--- src/rtl/kogge_stone_pipe_pkg.sv ---
// Shared types and elaboration helpers for the pipelined Kogge-Stone adder/comparator.
package ks_pkg;

    typedef enum logic [1:0] {
        KS_ADD  = 2'd0,
        KS_SUB  = 2'd1,
        KS_SLT  = 2'd2,
        KS_SLTU = 2'd3
    } ks_op_t;

    typedef struct packed {
        logic carry;
        logic overflow;
        logic zero;
        logic negative;
    } ks_flags_t;

    function automatic int ks_levels(input int width);
        return $clog2(width);
    endfunction

    // Prefix level boundary after register rank j, rounded half-up.
    function automatic int ks_cut(input int j, input int levels, input int stages);
        return (2 * j * levels + stages) / (2 * stages);
    endfunction

endpackage

--- src/rtl/kogge_stone_pipe_if.sv ---
// Operation-in / result-out handshake bundle of the Kogge-Stone pipe.
interface kogge_stone_pipe_if #(
    parameter int WIDTH = 32,
    parameter int TAG_W = 6
);
    import ks_pkg::*;

    logic             in_valid;
    logic             in_ready;
    logic [WIDTH-1:0] in_a;
    logic [WIDTH-1:0] in_b;
    ks_op_t           in_op;
    logic [TAG_W-1:0] in_tag;

    logic             out_valid;
    logic             out_ready;
    logic [WIDTH-1:0] out_result;
    ks_flags_t        out_flags;
    logic [TAG_W-1:0] out_tag;

    modport slave (
        input  in_valid, in_a, in_b, in_op, in_tag, out_ready,
        output in_ready, out_valid, out_result, out_flags, out_tag
    );

    modport master (
        output in_valid, in_a, in_b, in_op, in_tag, out_ready,
        input  in_ready, out_valid, out_result, out_flags, out_tag
    );
endinterface

--- src/rtl/kogge_stone_pipe_prefix_level.sv ---
// One combinational Kogge-Stone level: black cells at bits >= DIST, pass-through below.
module ks_prefix_level #(
    parameter int WIDTH = 32,
    parameter int DIST  = 1
) (
    input  logic [WIDTH-1:0] g_i,
    input  logic [WIDTH-1:0] p_i,
    output logic [WIDTH-1:0] g_o,
    output logic [WIDTH-1:0] p_o
);
    always_comb begin
        g_o = g_i;
        p_o = p_i;
        for (int i = DIST; i < WIDTH; i++) begin
            g_o[i] = g_i[i] | (p_i[i] & g_i[i-DIST]);
            p_o[i] = p_i[i] & p_i[i-DIST];
        end
    end
endmodule

--- src/rtl/kogge_stone_pipe.sv ---
// Pipelined Kogge-Stone add/sub/compare with tag pass-through and global-stall handshake.
// Optional synchronous flush input enabled by defining KS_PIPE_FLUSH_EN.
module kogge_stone_pipe
    import ks_pkg::*;
#(
    parameter int WIDTH  = 32,
    parameter int STAGES = 2,
    parameter int TAG_W  = 6
) (
    input logic clk,
    input logic rst,
`ifdef KS_PIPE_FLUSH_EN
    input logic flush,
`endif
    kogge_stone_pipe_if.slave bus
);
    localparam int LEVELS = ks_levels(WIDTH);

    typedef struct packed {
        logic [WIDTH-1:0] g;
        logic [WIDTH-1:0] p;
        logic [WIDTH-1:0] x;
        logic             cin;
        logic             aMsb;
        logic             bMsb;
        ks_op_t           op;
        logic [TAG_W-1:0] tag;
    } stage_t;

    stage_t           stage_in [0:STAGES-1];
    logic             valid_in [0:STAGES-1];
    stage_t           stage0;
    logic             sub;
    logic [WIDTH-1:0] bMod;
    logic             stall;
    logic             flushNow;

`ifdef KS_PIPE_FLUSH_EN
    assign flushNow = flush;
`else
    assign flushNow = 1'b0;
`endif

    assign stall        = bus.out_valid & ~bus.out_ready;
    assign bus.in_ready = ~stall & ~flushNow;

    // Carry-in folds into bit 0 generate so the prefix tree yields true carries directly.
    always_comb begin
        sub          = (bus.in_op != KS_ADD);
        bMod         = bus.in_b ^ {WIDTH{sub}};
        stage0       = '0;
        stage0.x     = bus.in_a ^ bMod;
        stage0.p     = stage0.x;
        stage0.g     = bus.in_a & bMod;
        stage0.g[0]  = (bus.in_a[0] & bMod[0]) | (stage0.x[0] & sub);
        stage0.cin   = sub;
        stage0.aMsb  = bus.in_a[WIDTH-1];
        stage0.bMsb  = bMod[WIDTH-1];
        stage0.op    = bus.in_op;
        stage0.tag   = bus.in_tag;
    end

    assign stage_in[0] = stage0;
    assign valid_in[0] = bus.in_valid & bus.in_ready;

    for (genvar r = 0; r < STAGES; r++) begin : g_rank
        localparam int LO = (r == 0) ? 0 : ks_cut(r, LEVELS, STAGES);
        localparam int HI = (r == STAGES - 1) ? LEVELS : ks_cut(r + 1, LEVELS, STAGES);
        localparam int NL = HI - LO;

        logic [WIDTH-1:0] gL [0:NL];
        logic [WIDTH-1:0] pL [0:NL];

        assign gL[0] = stage_in[r].g;
        assign pL[0] = stage_in[r].p;

        for (genvar k = 0; k < NL; k++) begin : g_lvl
            ks_prefix_level #(
                .WIDTH (WIDTH),
                .DIST  (1 << (LO + k))
            ) u_lvl (
                .g_i (gL[k]),
                .p_i (pL[k]),
                .g_o (gL[k+1]),
                .p_o (pL[k+1])
            );
        end

        if (r < STAGES - 1) begin : g_mid
            stage_t stage_d;
            stage_t stage_q;
            logic   valid_q;

            always_comb begin
                stage_d   = stage_in[r];
                stage_d.g = gL[NL];
                stage_d.p = pL[NL];
            end

            always_ff @(posedge clk or posedge rst) begin
                if (rst) begin
                    valid_q <= 1'b0;
                    stage_q <= '0;
                end else if (flushNow) begin
                    valid_q <= 1'b0;
                end else if (!stall) begin
                    valid_q <= valid_in[r];
                    stage_q <= stage_d;
                end
            end

            assign stage_in[r+1] = stage_q;
            assign valid_in[r+1] = valid_q;
        end else begin : g_last
            logic [WIDTH-1:0] sum;
            logic             ovf;
            logic [WIDTH-1:0] result_d;
            ks_flags_t        flags_d;
            logic             valid_q;
            logic [WIDTH-1:0] result_q;
            ks_flags_t        flags_q;
            logic [TAG_W-1:0] tag_q;

            // SLT/SLTU reuse the subtraction's carry/overflow; zero/negative follow the final result.
            always_comb begin
                sum            = stage_in[r].x ^ {gL[NL][WIDTH-2:0], stage_in[r].cin};
                ovf            = (stage_in[r].aMsb == stage_in[r].bMsb) &
                                 (sum[WIDTH-1] != stage_in[r].aMsb);
                flags_d        = '0;
                flags_d.carry    = gL[NL][WIDTH-1];
                flags_d.overflow = ovf;
                result_d       = sum;
                case (stage_in[r].op)
                    KS_SLT:  result_d = {{(WIDTH-1){1'b0}}, sum[WIDTH-1] ^ ovf};
                    KS_SLTU: result_d = {{(WIDTH-1){1'b0}}, ~gL[NL][WIDTH-1]};
                    default: result_d = sum;
                endcase
                flags_d.zero     = (result_d == '0);
                flags_d.negative = result_d[WIDTH-1];
            end

            always_ff @(posedge clk or posedge rst) begin
                if (rst) begin
                    valid_q  <= 1'b0;
                    result_q <= '0;
                    flags_q  <= '0;
                    tag_q    <= '0;
                end else if (flushNow) begin
                    valid_q <= 1'b0;
                end else if (!stall) begin
                    valid_q  <= valid_in[r];
                    result_q <= result_d;
                    flags_q  <= flags_d;
                    tag_q    <= stage_in[r].tag;
                end
            end

            assign bus.out_valid  = valid_q;
            assign bus.out_result = result_q;
            assign bus.out_flags  = flags_q;
            assign bus.out_tag    = tag_q;
        end
    end
endmodule
--- src/flat_wrapper.sv ---
// flat-port wrapper written by rule: the top's interface ports become plain ports
module kogge_stone_pipe_flat import ks_pkg::*;
#(
    parameter int WIDTH  = 32,
    parameter int STAGES = 2,
    parameter int TAG_W  = 6
)
  (clk, rst, bus_in_valid, bus_in_a, bus_in_b, bus_in_op, bus_in_tag, bus_out_ready, bus_in_ready, bus_out_valid, bus_out_result, bus_out_flags, bus_out_tag);
  kogge_stone_pipe_if #(.WIDTH(WIDTH), .TAG_W(TAG_W)) bus_i ();
  input logic clk;
  input logic rst;
  input wire logic [$bits(bus_i.in_valid)-1:0] bus_in_valid;
  input wire logic [$bits(bus_i.in_a)-1:0] bus_in_a;
  input wire logic [$bits(bus_i.in_b)-1:0] bus_in_b;
  input wire logic [$bits(bus_i.in_op)-1:0] bus_in_op;
  input wire logic [$bits(bus_i.in_tag)-1:0] bus_in_tag;
  input wire logic [$bits(bus_i.out_ready)-1:0] bus_out_ready;
  output wire logic [$bits(bus_i.in_ready)-1:0] bus_in_ready;
  output wire logic [$bits(bus_i.out_valid)-1:0] bus_out_valid;
  output wire logic [$bits(bus_i.out_result)-1:0] bus_out_result;
  output wire logic [$bits(bus_i.out_flags)-1:0] bus_out_flags;
  output wire logic [$bits(bus_i.out_tag)-1:0] bus_out_tag;
  assign bus_i.in_valid = bus_in_valid;
  assign bus_i.in_a = bus_in_a;
  assign bus_i.in_b = bus_in_b;
  assign bus_i.in_op = bus_in_op;
  assign bus_i.in_tag = bus_in_tag;
  assign bus_i.out_ready = bus_out_ready;
  assign bus_in_ready = bus_i.in_ready;
  assign bus_out_valid = bus_i.out_valid;
  assign bus_out_result = bus_i.out_result;
  assign bus_out_flags = bus_i.out_flags;
  assign bus_out_tag = bus_i.out_tag;
  kogge_stone_pipe #(.WIDTH(WIDTH), .STAGES(STAGES), .TAG_W(TAG_W)) u_core (.clk(clk), .rst(rst), .bus(bus_i));
endmodule
--- config.mk ---
export PLATFORM = sky130hd
export DESIGN_NAME = kogge_stone_pipe_flat
export DESIGN_NICKNAME = d
export VERILOG_FILES = /design/src/rtl/kogge_stone_pipe_pkg.sv /design/src/rtl/kogge_stone_pipe_if.sv /design/src/rtl/kogge_stone_pipe_prefix_level.sv /design/src/rtl/kogge_stone_pipe.sv /design/src/flat_wrapper.sv
export SDC_FILE = /design/constraint.sdc
export NUM_CORES = 1
export LEC_CHECK = 0
export ABC_AREA = 1
export CAP_MARGIN = 5
export CORE_UTILIZATION = 45
export CTS_CLUSTER_DIAMETER = 40
export DETAILED_ROUTE_END_ITERATION = 16
export HOLD_SLACK_MARGIN = 0.03
export PLACE_DENSITY = 0.67
export SYNTH_ARGS = -nofsm -noshare
export SYNTH_HDL_FRONTEND = slang
export SYNTH_HIERARCHICAL = 1
export SYNTH_SLANG_ARGS = --single-unit
export TNS_END_PERCENT = 5
--- constraint.sdc ---
create_clock -name clk -period 15.1 [get_ports clk]
set_input_delay 3.02 -clock clk [delete_from_list [all_inputs] [get_ports clk]]
set_output_delay 3.02 -clock clk [all_outputs]
set_load 0.05 [all_outputs]
Word-level counts from Yosys, hierarchy flattened. Cells that the tools add are included.

$add $sub $neg: 0. $mul: 0. Divide/modulo/power cells: 0. $lt $le $gt $ge: 0. Equal/unequal tests: 4. Shift operators: 0. Muxes and demuxes: 1. Bitwise operators: 377. Reduce and logical (&&, ||, !) cells: 2.

Operator list (number): $and A1 B1 Y1 (239); $or A1 B1 Y1 (130); $xor A32 B32 Y32 (3); $pmux W32 S2 (1); $and A32 B32 Y32 (1); $logic_not A32 Y1 (1); $eq A2 B2 Y1 const B (2); $not A1 Y1 (3); $reduce_bool A2 Y1 (1); $eq A1 B1 Y1 (1); $ne A1 B1 Y1 (1); $xor A1 B1 Y1 (1).

Register bits: 151. Bits in latches: 0. Bits in writable memories: 0. ROM bits: 0. Output and inout port bits: 44. Memories kept: 0.

Longest topological paths before layout.
Depth in word-level cells: 11. Depth in mapped cells: 13. Mapped depth without buffers: 13.

Cells and area by module. The synthesis kept the hierarchy.

By module, submodules not included: kogge_stone_pipe (times used 1, cells an instance 830, area each 7106.8 um^2, sequential area each 3753.6 um^2); ks_prefix_level at u_core.g_rank[0].g_lvl[0].u_lvl (times used 1, cells an instance 157, area each 596.8 um^2, sequential area each 0.0 um^2); ks_prefix_level at u_core.g_rank[0].g_lvl[1].u_lvl (times used 1, cells an instance 154, area each 593.1 um^2, sequential area each 0.0 um^2); ks_prefix_level at u_core.g_rank[0].g_lvl[2].u_lvl (times used 1, cells an instance 148, area each 585.6 um^2, sequential area each 0.0 um^2); ks_prefix_level at u_core.g_rank[1].g_lvl[0].u_lvl (times used 1, cells an instance 136, area each 570.5 um^2, sequential area each 0.0 um^2); ks_prefix_level at u_core.g_rank[1].g_lvl[1].u_lvl (times used 1, cells an instance 112, area each 540.5 um^2, sequential area each 0.0 um^2).

Worst setup path after synthesis. Ideal clock, no wire load.

Kind: input to output. Start point: in bus_out_ready. End point: out bus_in_ready. Arrival: 3.723 ns. Path slack: 8.357 ns. Stages on the path: 4. Path through: or2_1 > buf_6 > buf_6 > buf_2.

Word-level cells in the longest chain between the ends: 3.

Ends and longest elaborated chain: start: declaration (line flat_wrapper.sv:17) `input wire logic [$bits(bus_i.out_ready)-1:0] bus_out_ready;`; $not A1 Y1 (line kogge_stone_pipe.sv:44) `assign stall = bus.out_valid & ~bus.out_ready;`; $and A1 B1 Y1 (line kogge_stone_pipe.sv:44); $not A1 Y1 (line kogge_stone_pipe.sv:45) `assign bus.in_ready = ~stall & ~flushNow;`; end: declaration (line flat_wrapper.sv:18) `output wire logic [$bits(bus_i.in_ready)-1:0] bus_in_ready;`.

No other way between the ends.

Worst setup path after layout. Same ends and word-level chain as after synthesis.

==> impl_metrics.ini <==
[status]
status = finished, final reports clean

[routing]
postRouteAntennaNets = 0
vias = 7920
drc = 0
wl_per_cell_um = 12.2
drt_pass1_iterations = 5
drt_iter0_markers = 414
routed_via_density = 4.49
wirelength_mm = 21.5

[cts]
cts.sinks = 142
clk_pin_slew_worst_paths_ps = 60
clk_path_buf_depth = 2
cts_setup_buffers = 0
cts_made_buffers = 17
cts_root_buffer = clkbuf_16
ctsHoldBuffers = 0
clock_latency_ps = 430
ctsResizeCount = 0
cts_tree = done
htreeDepth = 4

[timing]
hold_viol_final = 0
rsz0062_at_grt = no
fmax_mhz = 129
layout_min_cycle_time_ps = 7780
finalSetupViolations = 0
drv_slew = 0
tightest_slew_ps = 1110
hold_slack_ps = 459
fin_crit_sh_pct = 51.5
finalClockSkew_ps = 8.15
setup_tns_ps = 0
relSlewSlack_pct = 26.3

[job]
drv_cap = 0

[floorplanning]
die_y_um = 145
die_w_um = 145
die_area_um2 = 21100
ios = 120
start_util_pct = 45.8
coreArea_um2 = 20200
row_count = 52

[global_route]
first_global_vias = 7233
grt-ovfl-total = 0
grt_first_pass_wirelength_mm = 36.1
grt_max_degree = 96
grt_use_total_pct = 21.5
antenna_found_initial = 0

[worst_setup_path]
crit_fanout = 41
endpoint_kind = primary output
cp.required_ps = 12080
cp-start-kind = input port
critPathKind = input port to primary output
cp.arrival_ps = 4760

[hold_path]
min_path_type = flop to flop

[logic_synthesis]
syn_area_per_cell_um2 = 6.54
synth_warnings = 6
syn_area_um2 = 9230
synthCells = 1411
synth.net_count = 1518

[final_layout]
ff_latch_area_um2 = 3550
instances_no_fill = 1765
final_area_um2 = 10900
area_growth_pct = 17.9
antenna-diode-count = 0
finalNetCount = 1589
multi_input_area_um2 = 4090
fill_cells = 2130
fin_util_pct = 54.0
drive_above_1_share_pct = 3.81

[power]
powerDensity_nw_per_um2 = 133
vdd_drop_max_uv = 64.1
leakage_nw = 6.51

[place]
post-place-cells = 1733
placedInstanceArea_um2 = 10300
hpwlAfterDp_mm = 16.2
portBuffers = 119
finalWeightedCongestion = 0.850
==> path summary, 6_finish.rpt <==
path	start	end	slack, ps	cells past startpoint
worst max-delay path	bus_out_ready	bus_in_ready	7320	3
worst min-delay path	u_core/g_rank[0].g_mid.valid_q	u_core/bus.out_valid	460	2
worst max register to register	u_core/bus.out_valid	u_core/bus.out_result[1]	12600	6
worst min register to register	u_core/g_rank[0].g_mid.valid_q	u_core/bus.out_valid	460	2
max in group asynchronous	rst	u_core/g_rank[0].g_mid.stage_q[73]	10580	3
min in group asynchronous	rst	u_core/bus.out_result[9]	3030	2
==> per-stage QoR <==
stage	total power [mW]	setup slack, ps
2_1_floorplan	0.880	8270
3_3_place_gp	1.01	7300
3_5_place_dp	1.01	7300
4_1_cts	1.46	7300
5_1_grt	1.54	7230
6_report	1.45	7320
==> state kept, by name (all words and copies together) (netlist names) <==
register and count:
u_core/bus.out_flags 3, u_core/bus.out_result 32, u_core/bus.out_tag 6, u_core/bus.out_valid 1, u_core/g_rank.g_mid.stage_q 99, u_core/g_rank.g_mid.valid_q 1
==> area by class of cell <==
cell class	count	area share, %
multi-input combinational	918	37.6
clock buffer	21	4.23
clock inverter	11	1.51
tap	270	3.10
sequential	142	32.7
timing repair buffer	123	11.2
inverter	280	9.73
==> routing by layer <==
metal  vias to the layer above  part of all wire, %  global-route usage [%]
li1                       4200                    -                       -
met1                      3506                   50                    31.2
met2                       188                   43                    32.2
met3                        26                  4.7                    3.55
met4                         0                  1.9                    7.58
met5                         -                    0                       0
==> placed cells by master (no fill, tap or decap), drive strengths merged <==
cell / n
o21a: 1
inv: 280
clkbuf: 21
nor2: 21
clkinv: 5
bufinv: 4
dfrtp: 142
o21ai: 65
xnor2: 32
clkinvlp: 2
or2: 4
a21oi: 8
xor2: 2
nand3: 24
clkdlybuf4s50: 119
nand4: 2
buf: 4
nand2: 728
ha: 31
==> worst max-delay path, cell delays in order <==
cell and delay (ps):
clkdlybuf4s50_1 450, or2_4 390, clkdlybuf4s50_1 890
==> report_power, final <==
part           switching (mW)  internal (mW)
Combinational           0.335          0.170
Clock                   0.157          0.284
Sequential             0.0494          0.451
Total                   0.541          0.906
Note: power is estimated with default switching activity, not from simulation.
